==> config.mk <==
export PLATFORM = sky130hd
export DESIGN_NAME = uart_line_ctrl_flat
export DESIGN_NICKNAME = d
export VERILOG_FILES = /design/src/rtl/uart_line_ctrl_if.sv /design/src/rtl/uart_line_ctrl.sv /design/src/flat_wrapper.sv
export SDC_FILE = /design/constraint.sdc
export NUM_CORES = 1
export LEC_CHECK = 0
export ABC_AREA = 1
export ABC_CLOCK_PERIOD_IN_PS = 2700
export BUFFER_PORTS_ARGS = -buffer_cell sky130_fd_sc_hd__buf_2
export CELL_PAD_IN_SITES_DETAIL_PLACEMENT = 1
export CELL_PAD_IN_SITES_GLOBAL_PLACEMENT = 2
export CORE_ASPECT_RATIO = 0.8
export CORE_MARGIN = 8
export CORE_UTILIZATION = 44
export DETAILED_ROUTE_END_ITERATION = 10
export HOLD_SLACK_MARGIN = 0.12
export PLACE_DENSITY = 0.83
export SLEW_MARGIN = 20
export SYNTH_ARGS = -nofsm -noshare
export SYNTH_HDL_FRONTEND = slang
export SYNTH_SLANG_ARGS = --single-unit
==> constraint.sdc <==
create_clock -name clk -period 2.7 [get_ports clk]
set_input_delay 0.54 -clock clk [delete_from_list [all_inputs] [get_ports clk]]
set_output_delay 0.54 -clock clk [all_outputs]
set_load 0.03 [all_outputs]
==> src/rtl/uart_line_ctrl_if.sv <==
// uart_line_ctrl_if: receive, line handshake and buffer read signals of the line controller.
// The echo_valid/echo_byte pair exists only when UART_LINE_CTRL_ECHO_EN is defined.
interface uart_line_ctrl_if #(parameter int MAX_LEN = 32);
    localparam int AW = $clog2(MAX_LEN);
    logic byte_ready;
    logic [7:0] data_in;
    logic line_valid;
    logic line_ready;
    logic [AW:0] line_len;
    logic [AW-1:0] rd_addr;
    logic [7:0] rd_data;
    logic overflow;
    logic rx_drop;
`ifdef UART_LINE_CTRL_ECHO_EN
    logic echo_valid;
    logic [7:0] echo_byte;
    modport slave (input byte_ready, data_in, line_ready, rd_addr,
                   output line_valid, line_len, rd_data, overflow, rx_drop, echo_valid, echo_byte);
    modport master (output byte_ready, data_in, line_ready, rd_addr,
                    input line_valid, line_len, rd_data, overflow, rx_drop, echo_valid, echo_byte);
`else
    modport slave (input byte_ready, data_in, line_ready, rd_addr,
                   output line_valid, line_len, rd_data, overflow, rx_drop);
    modport master (output byte_ready, data_in, line_ready, rd_addr,
                    input line_valid, line_len, rd_data, overflow, rx_drop);
`endif
endinterface

==> src/rtl/uart_line_ctrl.sv <==
// uart_line_ctrl: assembles UART bytes into an editable line buffer and hands completed lines to a consumer.
// Define UART_LINE_CTRL_ECHO_EN to echo stored bytes and effective backspaces.
module uart_line_ctrl #(parameter int MAX_LEN = 32) (
    input logic clk,
    input logic rst_n,
    uart_line_ctrl_if.slave bus
);
    localparam int AW = $clog2(MAX_LEN);
    localparam int LW = AW + 1;
    localparam logic [LW-1:0] FULL = LW'(MAX_LEN);
    typedef enum logic [1:0] {COLLECT, HOLD, DISCARD} stateE;
    stateE state;
    logic [7:0] buffer [MAX_LEN];
    logic [LW-1:0] len;
    logic readyQ, accept, isPrint, isBs, isEol;
    always_comb begin
        accept = bus.byte_ready && !readyQ;
        isPrint = bus.data_in >= 8'h20 && bus.data_in <= 8'h7E;
        isBs = bus.data_in == 8'h08 || bus.data_in == 8'h7F;
        isEol = bus.data_in == 8'h0D || bus.data_in == 8'h0A;
    end
    assign bus.line_len = len;
    assign bus.rd_data = buffer[bus.rd_addr];
    // Buffer is never reset; stale bytes past line_len are harmless.
    always_ff @(posedge clk)
        if (state == COLLECT && accept && isPrint && len != FULL) buffer[len[AW-1:0]] <= bus.data_in;
    always_ff @(posedge clk) begin
        if (!rst_n) begin
            state <= COLLECT;
            len <= '0;
            readyQ <= 1'b1;
            bus.line_valid <= 1'b0;
            bus.overflow <= 1'b0;
            bus.rx_drop <= 1'b0;
`ifdef UART_LINE_CTRL_ECHO_EN
            bus.echo_valid <= 1'b0;
            bus.echo_byte <= '0;
`endif
        end else begin
            readyQ <= bus.byte_ready;
            bus.overflow <= 1'b0;
            bus.rx_drop <= 1'b0;
`ifdef UART_LINE_CTRL_ECHO_EN
            bus.echo_valid <= 1'b0;
`endif
            case (state)
                COLLECT: if (accept) begin
                    if (isPrint && len == FULL) begin
                        bus.overflow <= 1'b1;
                        len <= '0;
                        state <= DISCARD;
                    end else if (isPrint) begin
                        len <= len + 1'b1;
`ifdef UART_LINE_CTRL_ECHO_EN
                        bus.echo_valid <= 1'b1;
                        bus.echo_byte <= bus.data_in;
`endif
                    end else if (isBs && len != '0) begin
                        len <= len - 1'b1;
`ifdef UART_LINE_CTRL_ECHO_EN
                        bus.echo_valid <= 1'b1;
                        bus.echo_byte <= 8'h08;
`endif
                    end else if (isEol && len != '0) begin
                        state <= HOLD;
                        bus.line_valid <= 1'b1;
                    end
                end
                HOLD: begin
                    if (accept) bus.rx_drop <= 1'b1;
                    if (bus.line_ready) begin
                        bus.line_valid <= 1'b0;
                        len <= '0;
                        state <= COLLECT;
                    end
                end
                default: if (accept && isEol) state <= COLLECT;
            endcase
        end
    end
endmodule

==> src/flat_wrapper.sv <==
// flat-port wrapper written by rule: the top's interface ports become plain ports
module uart_line_ctrl_flat 
#(parameter int MAX_LEN = 32)
  (clk, rst_n, bus_byte_ready, bus_data_in, bus_line_ready, bus_rd_addr, bus_line_valid, bus_line_len, bus_rd_data, bus_overflow, bus_rx_drop);
  uart_line_ctrl_if #(.MAX_LEN(MAX_LEN)) bus_i ();
  input logic clk;
  input logic rst_n;
  input wire logic [$bits(bus_i.byte_ready)-1:0] bus_byte_ready;
  input wire logic [$bits(bus_i.data_in)-1:0] bus_data_in;
  input wire logic [$bits(bus_i.line_ready)-1:0] bus_line_ready;
  input wire logic [$bits(bus_i.rd_addr)-1:0] bus_rd_addr;
  output wire logic [$bits(bus_i.line_valid)-1:0] bus_line_valid;
  output wire logic [$bits(bus_i.line_len)-1:0] bus_line_len;
  output wire logic [$bits(bus_i.rd_data)-1:0] bus_rd_data;
  output wire logic [$bits(bus_i.overflow)-1:0] bus_overflow;
  output wire logic [$bits(bus_i.rx_drop)-1:0] bus_rx_drop;
  assign bus_i.byte_ready = bus_byte_ready;
  assign bus_i.data_in = bus_data_in;
  assign bus_i.line_ready = bus_line_ready;
  assign bus_i.rd_addr = bus_rd_addr;
  assign bus_line_valid = bus_i.line_valid;
  assign bus_line_len = bus_i.line_len;
  assign bus_rd_data = bus_i.rd_data;
  assign bus_overflow = bus_i.overflow;
  assign bus_rx_drop = bus_i.rx_drop;
  uart_line_ctrl #(.MAX_LEN(MAX_LEN)) u_core (.clk(clk), .rst_n(rst_n), .bus(bus_i));
endmodule
==> results of run 1 <==
==> state kept, by name (all words and copies together) (netlist names) <==
name / count
u_core.buffer: 256
u_core.bus.line_len: 6
u_core.bus.line_valid: 1
u_core.bus.overflow: 1
u_core.bus.rx_drop: 1
u_core.readyQ: 1
u_core.state: 2
==> cells in the mapped netlist (all sizes together) <==
library cell	n
or2	2
o22ai	1
edfxtp	256
ha	4
clkbuf	32
nor2	179
o21bai	64
buf	21
dfxtp	12
inv	31
nand3b	1
o21ai	66
a21oi	12
nand2	90
nand4	7
nor3	2
nand3	46
xor2	1
clkinv	1
o221ai	64
fa	1
xnor2	2
o21ba	1
==> cell families after synthesis <==
kind of cell | count (synthesis)
AO/OA/AOI/OAI | 208
flip-flops | 268
AND/OR/NAND/NOR | 327
XOR/XNOR | 3
adder cells (fa/ha/maj) | 5
buffers and inverters | 85
==> timing repair <==
action	4_1_cts	5_1_grt
setup buffers	0	0
gates cloned	1	2
resized for setup	1	6
pin swaps	0	1
setup endpoints to repair	1	4
==> report_power, final <==
| part | leakage (nW) | internal (mW) | switching (mW) |
|---|---|---|---|
| clock | 0.439 | 2.14 | 1.62 |
| sequential | 2.40 | 4.56 | 0.00970 |
| combinational | 1.85 | 0.242 | 0.502 |
| total | 4.68 | 6.94 | 2.13 |
==> layout by cell type, fill, tap and decap left out, types with 9 or more instances in the layout <==
master     count
buf_2         30
nand2_1       85
o21bai_1      64
nand3_1       43
edfxtp_1     256
buf_4         64
buf_12         9
o221ai_1      64
nor2_1       174
clkbuf_16     31
o21ai_0       60
dfxtp_1       12
clkinv_2       9
a21oi_1       11
inv_1         26
==> per-layer routing <==
metal	track usage	routed length [um]	vias up
met4	0.06605	1018	0
met3	0.02915	1724	63
li1	-	-	3485
met1	0.2850	14500	3896
met5	0	0	-
met2	0.3337	15590	253
==> layout make-up <==
type	count	area share
flip-flops and latches	268	0.5997
clock inverters	18	0.01032
multi-input cells	543	0.2204
repair buffers	112	0.07363
clock buffers	33	0.05603
inverters	32	0.009275
well taps	324	0.03066
==> worst max path at each step <==
stage,start,to,slack (ns),cells after the start
2_1_floorplan,bus_rd_addr[0],bus_rd_data[2],0.51,10
6_report,bus_rd_addr[0],bus_rd_data[6],0.07,10
5_1_grt,bus_rd_addr[0],bus_rd_data[2],-0.01,10
3_3_place_gp,bus_rd_addr[1],bus_rd_data[7],0.11,9
4_1_cts,bus_rd_addr[0],bus_rd_data[6],0.04,10
3_5_place_dp,bus_rd_addr[1],bus_rd_data[6],0.002,9
==> worst max-delay path, stage by stage <==
cell and delay, ns:
buf_6 0.17, buf_12 0.16, buf_12 0.16, o21ai_0 0.15, o221ai_1 0.27, nand3_1 0.15, nand2_2 0.11, nand2_1 0.06
nand2_1 0.09, clkbuf_4 0.19
==> metrics by stage <==
step / instance area [um2] / hold slack (ns) / setup slack [ns] / util
2_1_floorplan: 11270 / 0.4977 / 0.5128 / -
3_3_place_gp: 12230 / 0.4605 / 0.1135 / 0.4846
3_5_place_dp: 12230 / 0.4779 / 0.001822 / 0.4846
4_1_cts: 13150 / 0.1524 / 0.03666 / 0.5208
5_1_grt: 13220 / 0.1626 / -0.01353 / 0.5237
6_report: 13220 / 0.1629 / 0.07393 / 0.5237
==> out/results.txt, run 1 <==
status: completed
worst hold start: bus_byte_ready
Seq/Total Area, Yosys: 0.7034
synth warn: 0
peak supply drop: 0.5880 mV
vias in the first global route: 8114
grt ovf: 0
post-synthesis adder-cell area fraction: 0.006217
cell leakage power: 4.682 nW
average size of a mapped cell: 12.58 um2
fin crit period: 2.626 ns
Die H: 159.2 um
HP Class: input port to flip-flop
die area: 31020 um2
Skew-Pair Late Insertion Delay: 0.56 ns
Final Hold Viols: 0
via count: 7697
Num CTS Buffers: 28
Final setup viols: 0
initial antenna violation count: 1
critical path peak fanout: 22
Final Skew: 0.01613 ns
# diodes: 0
Core Region: 25240 um2
Area growth syn-to-layout: 17.30%
drt initial violations: 534
cells on worst reg2reg path: 10
layout cells sized above 1: 0.1720
Clock transition at path regs: 0.06 ns
Mapped Area: 11270 um2
Tcrit/Tclk final: 0.9726
DP Cell Count: 1276
Max clock buf depth: 3
internal reg-to-reg setup slack: 0.52 ns
critical path launch point type: input port
Total GRT Usage: 0.2065
Final ANT Viol Nets: 0
Routed wire per std cell: 24.69 um
setup tns final: 0 ns
global-route wire length before repair: 49510 um
number of H-tree levels: 1
fin cells: 1330
I/O pin cnt: 34
P per Cell Area: 685.9 nW/um2
RSZ-0062 raised after global routing: true
largest family of logic cells by synthesized area: compound AO/OA/AOI/OAI gates
nature of the critical path endpoint: output port
Fmax: 380.8 MHz
Clock Sinks: 268
via/cell ratio: 5.787
Initial Utilization: 0.4465
DRC: 0
area fraction of the dominant cell type after synthesis: 0.6821
Synth Area in Simple Gates: 0.1210
Reg2Reg Launch Point: u_core.bus.line_len[0]
Final #Nets: 1007
r2r endpoint: u_core.buffer[9][5]
Port Buffer Count: 33
Slew HR: 0.6542
post-synthesis compound-gate area fraction: 0.1288
area of the multi-input gates: 2914 um2
clk root buf: clkbuf_16
Synth Area in XOR/XNOR: 0.002331
Detailed Routing Iterations Pass 1: 5
routability congestion estimate from global placement: 0.7698
worst min-delay path endpoint: u_core.readyQ
Synth Register Bits: 268
arrival time worst endpoint: 2.09 ns
top cells by area, synth: edfxtp_1, nor2_1, o221ai_1, o21bai_1, nand2_1
Hold Buf Count CTS: 0
Syn Inst Count: 896
drt total wl: 32830 um
multiplexer area fraction after synthesis: 0
Worst Hold Depth: 3
actual slew at the worst max-slew pin: 0.5175 ns
syn_nets: 918
Pins Over Slew Limit: 0
Synth cell types: 34
hpwl dp: 20510 um
max_cap viols: 0
CTS tree: built
required time worst endpoint: 2.16 ns
register area: 7928 um2
largest area contributor in the netlist: edfxtp_1
Crit Path Category: input port to output port
total chip power: 9.068 mW
std cell rows: 52
largest net degree at the start of global routing: 49
Fillers: 2576
Die X: 194.9 um
Power figures use the tool's default switching activity.
==> inputs of run 2 (changes only) <==
CELL_PAD_IN_SITES_DETAIL_PLACEMENT = default   (was 1)
CELL_PAD_IN_SITES_GLOBAL_PLACEMENT = default   (was 2)
CORE_UTILIZATION = 45   (was 44)
PLACE_DENSITY = 0.64   (was 0.83)
==> out/results.txt, run 2 (synthesis gave the netlist of run 1 again) <==
status: completed (unchanged)
Crit path top cell by count: nand2_1
Detailed Routing Iterations Pass 1: 5 (unchanged)
global-route wire length before repair: 43880 um (was 49510 um)
CTS tree: built (unchanged)
Max clock buf depth: 3 (unchanged)
arrival time worst endpoint: 2.10 ns (was 2.09 ns)
Skew-Pair Late Insertion Delay: 0.53 ns (was 0.56 ns)
cells on worst reg2reg path: 9 (was 10)
hpwl dp: 17910 um (was 20510 um)
Pins Over Slew Limit: 0 (unchanged)
r2r endpoint: u_core.buffer[12][4] (was u_core.buffer[9][5])
Final setup viols: 0 (unchanged)
Clock transition at path regs: 0.06 ns (about the same)
DP Worst Slack: 0.04574 ns (was 0.001822 ns)
Core Region: 24500 um2 (was 25240 um2)
RSZ-0062 raised after global routing: true (unchanged)
Total GRT Usage: 0.1891 (was 0.2065)
max_cap viols: 0 (unchanged)
Worst Hold Depth: 3 (unchanged)
cell leakage power: 4.577 nW (was 4.682 nW)
Tcrit/Tclk final: 0.9773 (was 0.9726)
Routed wire per std cell: 21.65 um (was 24.69 um)
Final Skew: 0.009675 ns (was 0.01613 ns)
sw frac: 0.2228 (was 0.2347)
Final #Nets: 992 (was 1007)
Die H: 157.6 um (was 159.2 um)
Initial Utilization: 0.4600 (was 0.4465)
critical path peak fanout: 28 (was 22)
internal reg-to-reg setup slack: 0.63 ns (was 0.52 ns)
peak supply drop: 0.4629 mV (was 0.5880 mV)
Final Hold Viols: 0 (unchanged)
worst hold start: bus_byte_ready (unchanged)
critical-path cell list: buf_4, buf_4, o21ai_0, o221ai_1, nand3_1, nand2_1, nand2_1, nand2_1, buf_2 (was buf_6, buf_12, buf_12, o21ai_0, o221ai_1, nand3_1, nand2_2, nand2_1, nand2_1, clkbuf_4)
largest net degree at the start of global routing: 48 (was 49)
Port Buffer Count: 33 (unchanged)
proportion of power drawn by the clock network: 0.425 (was 0.414)
Slew HR: 0.6921 (was 0.6542)
max FFs per register: 256 (unchanged)
vias in the first global route: 7374 (was 8114)
initial antenna violation count: 0 (was 1)
# diodes: 0 (unchanged)
DRC: 0 (unchanged)
die area: 30400 um2 (was 31020 um2)
number of H-tree levels: 1 (unchanged)
required time worst endpoint: 2.16 ns (about the same)
via count: 7539 (was 7697)
commonest non-fill, non-tap cell in the layout: edfxtp_1 (unchanged)
setup tns final: 0 ns (unchanged)
grt ovf: 0 (unchanged)
clk root buf: clkbuf_16 (unchanged)
Clock Sinks: 268 (unchanged)
fin crit period: 2.639 ns (was 2.626 ns)
P per Cell Area: 700.5 nW/um2 (was 685.9 nW/um2)
Final ANT Viol Nets: 0 (unchanged)
drt total wl: 28300 um (was 32830 um)
Die X: 192.9 um (was 194.9 um)
Logic pwr share: 0.075 (was 0.082)
Reg2Reg Launch Point: u_core.bus.line_len[3] (was u_core.bus.line_len[0])
setup ws final: 0.06139 ns (was 0.07393 ns)
I/O pin cnt: 34 (unchanged)
P_int: 7.110 mW (was 6.940 mW)
routability congestion estimate from global placement: 0.8390 (was 0.7698)
Crit Path Category: input port to output port (unchanged)
Num CTS Buffers: 27 (was 28)
std cell rows: 51 (was 52)
Fmax: 379.0 MHz (was 380.8 MHz)
slowest library cell on the worst path: buf_4 (was o221ai_1)
Switch Pwr: 2.038 mW (was 2.128 mW)
largest stage delay on the critical path: 0.30 ns (was 0.27 ns)
most frequent cells in the layout: edfxtp_1, nor2_1, nand2_1, o21bai_1, o221ai_1 (was edfxtp_1, nor2_1, nand2_1)
actual slew at the worst max-slew pin: 0.4607 ns (was 0.5175 ns)
nature of the critical path endpoint: output port (unchanged)
register share of total power: 0.500 (was 0.504)
via/cell ratio: 5.768 (was 5.787)
drt initial violations: 742 (was 534)
critical path launch point type: input port (unchanged)
HP Class: input port to flip-flop (unchanged)
layout cells sized above 1: 0.1628 (was 0.1720)
worst min-delay path endpoint: u_core.readyQ (unchanged)
Area growth syn-to-layout: 15.86% (was 17.30%)
[run 2: worst max-delay path, delay by kind of cell]
kind | cells | cell delay, ns
AND/OR/NAND/NOR | 4 | 0.48
AO/OA/AOI/OAI | 2 | 0.40
buffers and inverters | 3 | 0.66
[run 2: layout make-up]
| class | instances | area (um2) |
|---|---|---|
| Inverter | 32 | 122.6 |
| Sequential cell | 268 | 7928 |
| Multi-Input combinational cell | 543 | 2935 |
| Clock inverter | 15 | 205.2 |
| Fill cell | 2077 | 11440 |
| Timing Repair Buffer | 98 | 762.0 |
| Tap cell | 318 | 397.9 |
| Clock buffer | 33 | 708.2 |
[run 2: per-stage QoR]
| stage | instances | power (mW) | hold slack (ns) | cell area, um2 | util |
|---|---|---|---|---|---|
| 6_report | 1307 | 9.148 | 0.1814 | 13060 | 0.5329 |
| 5_1_grt | 1307 | 9.419 | 0.1877 | 13060 | 0.5329 |
| 4_1_cts | 1307 | 9.192 | 0.1698 | 13030 | 0.5317 |
| 3_5_place_dp | 1259 | 5.337 | 0.4641 | 12120 | 0.4944 |
| 3_3_place_gp | 1259 | 5.330 | 0.4668 | 12120 | 0.4944 |
| 2_1_floorplan | 896 | 5.073 | 0.4977 | 11270 | - |
[run 2: worst max path at each step]
stage	slack [ns]	from	to	cells past startpoint
after floorplan	0.51	bus_rd_addr[0]	bus_rd_data[2]	10
after global placement	0.04	bus_rd_addr[0]	bus_rd_data[2]	10
after detailed placement	0.05	bus_rd_addr[1]	bus_rd_data[5]	9
after CTS	0.04	bus_rd_addr[1]	bus_rd_data[5]	9
after global routing	-0.02	bus_rd_addr[0]	bus_rd_data[7]	9
final	0.06	bus_rd_addr[0]	bus_rd_data[5]	9
[run 2: per-layer routing]
layer,vias to the layer above,GRT usage,routed length [um]
li1,3460,-,-
met2,314,0.2817,12490
met4,0,0.04863,614
met5,-,0,0
met1,3721,0.2793,12770
met3,44,0.03627,2420
[run 2: repair_timing]
action | in CTS | in global routing
gates resized for setup | 0 | 6
setup buffers | 0 | 0
hold buffers | 0 | 0
endpoints found under the setup margin | 0 | 5
[run 2: power groups by stage]
stage | sequential [mW] | clock [mW] | combinational [mW]
floorplan | 4.67 | 0 | 0.403
global route | 4.57 | 4.09 | 0.754
finish | 4.57 | 3.89 | 0.687
detailed placement | 4.66 | 0 | 0.677
CTS | 4.57 | 3.94 | 0.681
global placement | 4.66 | 0 | 0.671
==> inputs of run 3 (changes only) <==
CTS_BUF_LIST = sky130_fd_sc_hd__clkbuf_4 sky130_fd_sc_hd__clkbuf_8   (was default)
==> out/results.txt, run 3 (synthesis gave the netlist of run 1 again) <==
drt initial violations: 816 (was 742)
I/O pin cnt: 34 (unchanged)
HP Class: input port to flip-flop (unchanged)
fin crit period: 2.591 ns (was 2.639 ns)
Tcrit/Tclk final: 0.9598 (was 0.9773)
setup tns final: 0 ns (unchanged)
worst hold start: bus_byte_ready (unchanged)
Port Buffer Count: 33 (unchanged)
routability congestion estimate from global placement: 0.8390 (unchanged)
Crit Path Category: input port to output port (unchanged)
std cell rows: 51 (unchanged)
CTS tree: built (unchanged)
Initial Utilization: 0.4600 (unchanged)
DRC: 0 (unchanged)
Slew HR: 0.6787 (was 0.6921)
P per Cell Area: 659.8 nW/um2 (was 700.5 nW/um2)
Reg2Reg Launch Point: u_core.bus.line_len[3] (unchanged)
Skew-Pair Late Insertion Delay: 0.54 ns (was 0.53 ns)
commonest non-fill, non-tap cell in the layout: edfxtp_1 (unchanged)
global-route wire length before repair: 44080 um (was 43880 um)
clk root buf: clkbuf_8 (was clkbuf_16)
nature of the critical path endpoint: output port (unchanged)
Hold Buf Count CTS: 0 (unchanged)
# diodes: 0 (unchanged)
Routed wire per std cell: 21.15 um (was 21.65 um)
via count: 7596 (was 7539)
Core Region: 24500 um2 (unchanged)
Area growth syn-to-layout: 14.76% (was 15.86%)
initial antenna violation count: 0 (unchanged)
DP Worst Slack: 0.04574 ns (unchanged)
largest net degree at the start of global routing: 48 (unchanged)
Final #Nets: 1006 (was 992)
actual slew at the worst max-slew pin: 0.4808 ns (was 0.4607 ns)
CP startpoint: bus_rd_addr[0] (unchanged)
Final Hold Viols: 0 (unchanged)
number of H-tree levels: 2 (was 1)
critical path peak fanout: 28 (unchanged)
drt total wl: 28150 um (was 28300 um)
cell leakage power: 4.553 nW (was 4.577 nW)
critical path launch point type: input port (unchanged)
grt ovf: 0 (unchanged)
via/cell ratio: 5.707 (was 5.768)
Clock Sinks: 268 (unchanged)
hpwl dp: 17910 um (unchanged)
Fillers: 2115 (was 2077)
Max clock buf depth: 3 (unchanged)
Final ANT Viol Nets: 0 (unchanged)
Num CTS Buffers: 41 (was 27)
Total GRT Usage: 0.1904 (was 0.1891)
Die H: 157.6 um (unchanged)
vias in the first global route: 7481 (was 7374)
Final Skew: 0.02246 ns (was 0.009675 ns)
arrival time worst endpoint: 2.05 ns (was 2.10 ns)
max FFs per register: 256 (unchanged)
setup ws final: 0.1085 ns (was 0.06139 ns)
status: completed (unchanged)
required time worst endpoint: 2.16 ns (about the same)
peak supply drop: 0.3232 mV (was 0.4629 mV)
most frequent cells in the layout: edfxtp_1, nor2_1, nand2_1, o21bai_1, o221ai_1 (unchanged)
Pins Over Slew Limit: 0 (unchanged)
Final setup viols: 0 (unchanged)
fin util: 0.5279 (was 0.5329)
Clock transition at path regs: 0.06 ns (about the same)
Detailed Routing Iterations Pass 1: 4 (was 5)
RSZ-0062 raised after global routing: false (was true)
layout cells sized above 1: 0.1826 (was 0.1628)
Fmax: 385.9 MHz (was 379.0 MHz)
max_cap viols: 0 (unchanged)
die area: 30400 um2 (unchanged)
Die X: 192.9 um (unchanged)
## run 3: cell count changes in the layout (fill, tap and decap cells not counted), moves of 4 or more
cell	change
clkbuf_4	+12
bufinv_16	-4
clkinv_1	+4
clkbuf_16	-27
clkbuf_1	-5
clkbuf_8	+42
## run 3: metal layers
layer	part of all wire	global-route usage	up-vias
li1	-	-	3490
met1	0.47	0.2802	3745
met2	0.43	0.2794	318
met3	0.078	0.04025	43
met4	0.019	0.05521	0
met5	0	0	-
## run 3: metrics by stage
step / power (mW) / instance area (um2) / hold WS [ns] / cells
5_1_grt: 8.839 / 12930 / 0.1908 / 1331
6_report: 8.534 / 12930 / 0.1970 / 1331
4_1_cts: 8.585 / 12910 / 0.1708 / 1331
3_5_place_dp: 5.337 / 12120 / 0.4641 / 1259
2_1_floorplan: 5.073 / 11270 / 0.4977 / 896
3_3_place_gp: 5.330 / 12120 / 0.4668 / 1259
## run 3: worst paths after layout
path,to,cells after the start,slack (ns)
max,bus_rd_data[5],9,0.11
min,u_core.readyQ,3,0.20
max reg2reg,u_core.buffer[12][2],9,0.62
min reg2reg,u_core.bus.line_valid,1,0.49
## run 3: layout make-up
type,count,area (um2),area share
Sequential cell,268,7928,0.6129
Multi-Input combinational cell,543,2927,0.2263
Timing Repair Buffer,98,769.5,0.05949
Clock buffer,56,689.4,0.05330
Tap cell,318,397.9,0.03076
Inverter,32,122.6,0.009480
Clock inverter,16,101.3,0.007835
## run 3: critical path: stages
cell	delay [ns]
buf_4	0.15
buf_6	0.24
o21ai_0	0.16
o221ai_1	0.26
nand3_1	0.17
nand2_1	0.10
nand2_1	0.05
nand2_1	0.14
buf_2	0.22
## run 3: repair_timing
action                     CTS  global route
setup endpoints to repair    1             3
buffers inserted             0             0
resized for setup            1             7
pin swaps                    0             1
## run 3: power breakdown
part | internal, mW | switching (mW) | leakage [nW] | total (mW)
Clock | 1.75 | 1.52 | 0.418 | 3.28
Combinational | 0.215 | 0.473 | 1.74 | 0.687
Sequential | 4.56 | 0.0117 | 2.40 | 4.57
Total | 6.53 | 2.01 | 4.55 | 8.53
